`config.mk`:
```
export PLATFORM = sky130hd
export DESIGN_NAME = rob_complete
export DESIGN_NICKNAME = d
export VERILOG_FILES = /design/src/rtl/rob_complete.sv
export SDC_FILE = /design/constraint.sdc
export NUM_CORES = 2
export LEC_CHECK = 0
export CAP_MARGIN = 25
export CORE_MARGIN = 2
export CORE_UTILIZATION = 50
export CTS_CLUSTER_DIAMETER = 80
export DETAILED_ROUTE_END_ITERATION = 7
export HOLD_SLACK_MARGIN = 0.08
export PLACE_DENSITY_LB_ADDON = 0.25
export SETUP_SLACK_MARGIN = 0.5
export SLEW_MARGIN = 40
export SYNTH_ARGS = -nofsm -noshare
export SYNTH_HDL_FRONTEND = slang
export SYNTH_SLANG_ARGS = --single-unit
```
`constraint.sdc`:
```
create_clock -name i_clk -period 5.6 [get_ports i_clk]
set_clock_uncertainty 0.15 [all_clocks]
set_input_delay 1.68 -clock i_clk [delete_from_list [all_inputs] [get_ports i_clk]]
set_output_delay 1.68 -clock i_clk [all_outputs]
set_load 0.05 [all_outputs]
```
`src/rtl/rob_complete.sv`:
```
// Reorder buffer with three-port completion and dual in-order retire.
// Retire outputs are registered; head/tail wrap modulo DEPTH.
module rob_complete #(
  parameter int DEPTH  = 16,
  parameter int IDX_W  = 4,
  parameter int PREG_W = 6,
  parameter int AREG_W = 5,
  parameter int DATA_W = 32
) (
  input  logic                  i_clk,
  input  logic                  i_rst,
  input  logic                  i_alloc_valid,
  input  logic [AREG_W-1:0]     i_alloc_areg,
  input  logic [PREG_W-1:0]     i_alloc_preg,
  input  logic [PREG_W-1:0]     i_alloc_old_preg,
  input  logic                  i_alloc_regwrite,
  input  logic                  i_alloc_memwrite,
  output logic                  o_alloc_ready,
  output logic [IDX_W-1:0]      o_alloc_rob_num,
  input  logic [2:0]            i_cmp_valid,
  input  logic [3*IDX_W-1:0]    i_cmp_rob_num,
  input  logic [3*DATA_W-1:0]   i_cmp_result,
  output logic [1:0]            o_ret_valid,
  output logic [2*AREG_W-1:0]   o_ret_areg,
  output logic [2*PREG_W-1:0]   o_ret_preg,
  output logic [2*PREG_W-1:0]   o_ret_old_preg,
  output logic [1:0]            o_ret_regwrite,
  output logic [1:0]            o_ret_memwrite,
  output logic [2*DATA_W-1:0]   o_ret_data,
  output logic [IDX_W:0]        o_count
);

  typedef logic [IDX_W-1:0] idx_t;
  typedef logic [IDX_W:0]   cnt_t;

  typedef struct packed {
    logic              valid;
    logic              done;
    logic [AREG_W-1:0] areg;
    logic [PREG_W-1:0] preg;
    logic [PREG_W-1:0] old_preg;
    logic              regwrite;
    logic              memwrite;
    logic [DATA_W-1:0] data;
  } entry_t;

  entry_t rob_q [DEPTH];
  entry_t rob_d [DEPTH];

  idx_t head_q, head_d;
  idx_t tail_q, tail_d;
  cnt_t count_q, count_d;

  logic [1:0]          ret_valid_q, ret_valid_d;
  logic [2*AREG_W-1:0] ret_areg_q, ret_areg_d;
  logic [2*PREG_W-1:0] ret_preg_q, ret_preg_d;
  logic [2*PREG_W-1:0] ret_old_q, ret_old_d;
  logic [1:0]          ret_rw_q, ret_rw_d;
  logic [1:0]          ret_mw_q, ret_mw_d;
  logic [2*DATA_W-1:0] ret_data_q, ret_data_d;

  logic alloc_ready;
  logic alloc_fire;
  logic ret0;
  logic ret1;
  idx_t head1;
  idx_t cidx;

  assign alloc_ready = (count_q != cnt_t'(DEPTH));
  assign alloc_fire  = i_alloc_valid && alloc_ready;
  assign head1       = head_q + idx_t'(1);
  assign ret0        = rob_q[head_q].valid && rob_q[head_q].done;
  assign ret1        = ret0 && rob_q[head1].valid && rob_q[head1].done;

  always_comb begin
    rob_d       = rob_q;
    head_d      = head_q;
    tail_d      = tail_q;
    count_d     = count_q;
    ret_valid_d = '0;
    ret_areg_d  = '0;
    ret_preg_d  = '0;
    ret_old_d   = '0;
    ret_rw_d    = '0;
    ret_mw_d    = '0;
    ret_data_d  = '0;
    cidx        = '0;

    // Descending order lets the lowest FU win a shared target.
    for (int k = 2; k >= 0; k--) begin
      cidx = i_cmp_rob_num[k*IDX_W +: IDX_W];
      if (i_cmp_valid[k] && rob_q[cidx].valid &&
          !rob_q[cidx].done) begin
        rob_d[cidx].done = 1'b1;
        rob_d[cidx].data = i_cmp_result[k*DATA_W +: DATA_W];
      end
    end

    if (ret0) begin
      ret_valid_d[0]           = 1'b1;
      ret_areg_d[AREG_W-1:0]   = rob_q[head_q].areg;
      ret_preg_d[PREG_W-1:0]   = rob_q[head_q].preg;
      ret_old_d[PREG_W-1:0]    = rob_q[head_q].old_preg;
      ret_rw_d[0]              = rob_q[head_q].regwrite;
      ret_mw_d[0]              = rob_q[head_q].memwrite;
      ret_data_d[DATA_W-1:0]   = rob_q[head_q].data;
      rob_d[head_q].valid      = 1'b0;
      rob_d[head_q].done       = 1'b0;
    end

    if (ret1) begin
      ret_valid_d[1]                  = 1'b1;
      ret_areg_d[2*AREG_W-1:AREG_W]   = rob_q[head1].areg;
      ret_preg_d[2*PREG_W-1:PREG_W]   = rob_q[head1].preg;
      ret_old_d[2*PREG_W-1:PREG_W]    = rob_q[head1].old_preg;
      ret_rw_d[1]                     = rob_q[head1].regwrite;
      ret_mw_d[1]                     = rob_q[head1].memwrite;
      ret_data_d[2*DATA_W-1:DATA_W]   = rob_q[head1].data;
      rob_d[head1].valid              = 1'b0;
      rob_d[head1].done               = 1'b0;
    end

    // Tail never aliases a retiring head: that requires full, which blocks alloc.
    if (alloc_fire) begin
      rob_d[tail_q].valid    = 1'b1;
      rob_d[tail_q].done     = 1'b0;
      rob_d[tail_q].areg     = i_alloc_areg;
      rob_d[tail_q].preg     = i_alloc_preg;
      rob_d[tail_q].old_preg = i_alloc_old_preg;
      rob_d[tail_q].regwrite = i_alloc_regwrite;
      rob_d[tail_q].memwrite = i_alloc_memwrite;
      rob_d[tail_q].data     = '0;
    end

    head_d  = head_q + idx_t'(ret0) + idx_t'(ret1);
    tail_d  = tail_q + idx_t'(alloc_fire);
    count_d = count_q + cnt_t'(alloc_fire)
            - cnt_t'(ret0) - cnt_t'(ret1);
  end

  always_ff @(posedge i_clk) begin
    if (i_rst) begin
      for (int i = 0; i < DEPTH; i++) begin
        rob_q[i] <= '0;
      end
      head_q      <= '0;
      tail_q      <= '0;
      count_q     <= '0;
      ret_valid_q <= '0;
      ret_areg_q  <= '0;
      ret_preg_q  <= '0;
      ret_old_q   <= '0;
      ret_rw_q    <= '0;
      ret_mw_q    <= '0;
      ret_data_q  <= '0;
    end else begin
      rob_q       <= rob_d;
      head_q      <= head_d;
      tail_q      <= tail_d;
      count_q     <= count_d;
      ret_valid_q <= ret_valid_d;
      ret_areg_q  <= ret_areg_d;
      ret_preg_q  <= ret_preg_d;
      ret_old_q   <= ret_old_d;
      ret_rw_q    <= ret_rw_d;
      ret_mw_q    <= ret_mw_d;
      ret_data_q  <= ret_data_d;
    end
  end

  assign o_alloc_ready   = alloc_ready;
  assign o_alloc_rob_num = tail_q;
  assign o_count         = count_q;
  assign o_ret_valid     = ret_valid_q;
  assign o_ret_areg      = ret_areg_q;
  assign o_ret_preg      = ret_preg_q;
  assign o_ret_old_preg  = ret_old_q;
  assign o_ret_regwrite  = ret_rw_q;
  assign o_ret_memwrite  = ret_mw_q;
  assign o_ret_data      = ret_data_q;

endmodule

```
==> impl_metrics.toml <==
[run_status]
outcome = "finished, final reports clean"

[final_layout]
multiInputGateArea_um2 = 33100
flow.area_growth_from_synthesis_pct = 14.7
seq_area_um2 = 19300
nFillCells = 9075
finish.net_count = 5601
fraction_of_final_layout_cells_with_drive_strength_greater_than_1_pct = 19.7

[synth]
synth.top_cells.by_count = "965 x dfxtp_1, 883 x nand2_1, 532 x mux4_2"
post_synth.cell_area_avg_um2 = 9.95
yosys_warnings = 0
syn-cell-area_um2 = 54700
syn_inst = 5500
ys_seq_elements = 965
library_cells_used_by_synthesis = 91
seq_area_frac_synth_pct = 35.3
synth_enable_flop_cells = 0
synth_fp_nets = 5653
synth_async_sr_flop_share_pct = 0
synth_top_cell_by_area = "dfxtp_1"
synth.top_cells.by_area = "dfxtp_1 35%, mux4_2 22%, mux2i_1 8.4%"
yosys.cell_count.top_type = "dfxtp_1"
share_of_the_synthesized_area_in_the_top_cell_type_pct = 35.3
ys.flop_type = "dfxtp_1"

[timing]
finalHoldViolCount = 0
final_max_slew_viol_count = 0
timing.final.crit_share_pct = 87.5
tightestPinTransition_ns = 0.970
grt_setup_unrepaired = "no"
final-setup-viol-count = 0
fin_crit_ns = 4.90
timing.setup.tns_ns = 0
fmax_mhz = 204
slew-limit-headroom_pct = 35.1

[detailed_routing]
routedWlPerCell_um = 32.8
drc_violations = 0
firstDrtPassIters = 7
drt_wl_total_um = 228000
routed-via-count = 51100
drt.antenna.violating_nets = 0
detail_route.iter0.violations = 8483
post_drt_via_cell_ratio = 7.35

[critical_path]
critPathLaunch = "o_count[2]"
reg2reg_slack_ns = 1.44
setup.worst_path.class = "reg2out"
crit_arrival_ns = 3.07
regToRegStartpoint = "head_q[0]"
worst_setup_path_end_kind = "primary output"
worstSetupStartpointType = "flop"
critPathMaxFanout = 11
capture_point_of_the_critical_path = "o_alloc_ready"
worst_r2r_endpoint = "o_count[3]"
worst_ep_required_time_ns = 3.77
reg2regPathDepth = 17

[power]
p_leak_nw = 21.0
power.ir.vdd_worst_mv = 0.385
power.total_mw = 18.0
powerDensity_nw_per_um2 = 287

[clocking]
clock_sink_count = 965
tritoncts = "built"
clk_pin_slew_worst_paths_ns = 0.06
clock_tree.htree_level_count = 3
postCtsSetupBuffers = 0
cts_buffers = 110
cts_root_buffer = "clkbuf_16"
clk_latency_ns = 0.75
cts.path.max_buffers = 3
number_of_gates_resized_after_cts = 0
cts_hold_buf = 0

[min_path]
hold_depth = 2
worstHoldPathType = "reg2reg"

[grt]
use_met2_pct = 55.8
grt_start_max_net_pins = 177
globalRoute.totalOverflow = 0
grt_antenna_before_repair = 25
groute.usage.overall_pct = 39.5
gr-max-usage-layer = "met2"
met3_grt_util_pct = 15.2
wire_length_of_the_first_global_routing_pass_um = 328000
use_met1_pct = 52.3
number_of_global_route_vias_before_repair = 48000

[placement]
io_buffer_count = 246
gp_congestion = 0.999
dp_hpwl_um = 140000

[floorplan]
top_level_ports = 247
initial_utilization_pct = 50.4
dieWidth_um = 335
placement_rows = 121
core_area_um2 = 109000
fp.dieArea_um2 = 112000
die_height_um = 335

[run]
max_cap_viol_count = 0
==> report_power, final <==
part / switching, mW / internal (mW)
Combinational: 2.03 / 1.23
Clock: 3.19 / 4.53
Sequential: 0.0885 / 6.95
==> area by class of cell <==
cell class	instances	area share, %
well taps	1414	2.82
clock buffers	168	5.19
repair buffers	471	7.26
flip-flops and latches	965	30.8
clock inverters	33	0.891
multi-input cells	3849	52.7
diodes	12	0.0478
inverters	51	0.309
==> cell families (layout without fill, tap and decap cells) <==
| group | after synthesis | after routing | share of synthesized area, % |
|---|---|---|---|
| xor gates and xnor gates | 10 | 10 | 0.160 |
| DFF | 965 | 965 | 35.3 |
| AOI/OAI and AO/OA | 1361 | 1361 | 15.8 |
| and+or+nand+nor | 1425 | 1425 | 11.9 |
| muxes | 1033 | 1033 | 31.2 |
| adders and majority gates | 20 | 20 | 0.485 |
| buffers and inverters | 686 | 723 | 5.16 |
| other | 0 | 12 | 0 |
==> cells in the final DEF, fill, tap and decap left out, types with 13 or more instances in the layout <==
| master | synthesis | layout |
|---|---|---|
| dfxtp_1 | 965 | 962 |
| nand2_1 | 883 | 879 |
| mux4_2 | 532 | 532 |
| mux2i_1 | 461 | 461 |
| a21oi_1 | 429 | 428 |
| o21ai_0 | 260 | 260 |
| clkdlybuf4s50_1 | 0 | 243 |
| buf_4 | 12 | 192 |
| a22oi_1 | 154 | 154 |
| nor2b_1 | 119 | 118 |
| nor2_1 | 133 | 116 |
| clkbuf_16 | 0 | 111 |
| o211ai_1 | 81 | 81 |
| o221ai_1 | 79 | 79 |
| o21ai_1 | 81 | 78 |
| a32oi_1 | 73 | 72 |
| nand3_1 | 63 | 59 |
| a211oi_1 | 52 | 52 |
| inv_1 | 48 | 48 |
| mux2_2 | 37 | 37 |
| nor3_1 | 47 | 33 |
| clkbuf_1 | 448 | 30 |
| or4_1 | 28 | 28 |
| a31oi_1 | 30 | 28 |
| clkbuf_8 | 0 | 27 |
| a221o_1 | 22 | 22 |
| a221oi_1 | 21 | 21 |
| nand2b_1 | 21 | 20 |
| buf_12 | 0 | 20 |
| o31ai_1 | 18 | 18 |
| ha_1 | 18 | 17 |
| and2_1 | 15 | 14 |
| or2_2 | 15 | 13 |
==> per-layer routing <==
metal | vias up | wire length (µm)
met2 | 4641 | 94800
met5 | - | 329
met3 | 987 | 37300
li1 | 20600 | -
met4 | 26 | 13400
met1 | 24900 | 82200
==> flip-flops by register name, summed over array words and instances (netlist names), 4 cells and up <==
name	flops
head_q	4
o_alloc_rob_num	4
o_count	5
o_ret_areg	10
o_ret_data	64
o_ret_old_preg	12
o_ret_preg	12
rob_q	848
==> critical path: stages (launching register included) <==
cell and delay [ns]:
dfxtp_1 0.42, inv_1 0.09, ha_1 0.19, and4bb_2 0.34
inv_1 0.38, clkdlybuf4s50_1 0.90
==> worst min-delay path by stage <==
| stage | slack, ns | to | start |
|---|---|---|---|
| finish | 0.31 | rob_q[90] | rob_q[90] |
| global placement | 0.30 | rob_q[469] | rob_q[469] |
| CTS | 0.32 | rob_q[255] | rob_q[255] |
| detailed placement | 0.31 | rob_q[90] | rob_q[90] |
| floorplan | 0.29 | rob_q[189] | rob_q[189] |
| global route | 0.34 | rob_q[726] | rob_q[726] |
==> metrics by stage <==
step / instances / util, % / hold WS, ns / worst slack (ns) / area [µm²]
floorplan: 5500 / - / 0.288 / 1.51 / 54700
global placement: 6740 / 54.0 / 0.298 / 0.371 / 58700
detailed placement: 6747 / 54.2 / 0.308 / 0.228 / 58900
CTS: 6948 / 57.7 / 0.315 / 0.748 / 62700
global route: 6956 / 57.7 / 0.336 / 0.617 / 62800
finish: 6963 / 57.8 / 0.313 / 0.702 / 62800
Power figures use the tool's default switching activity.
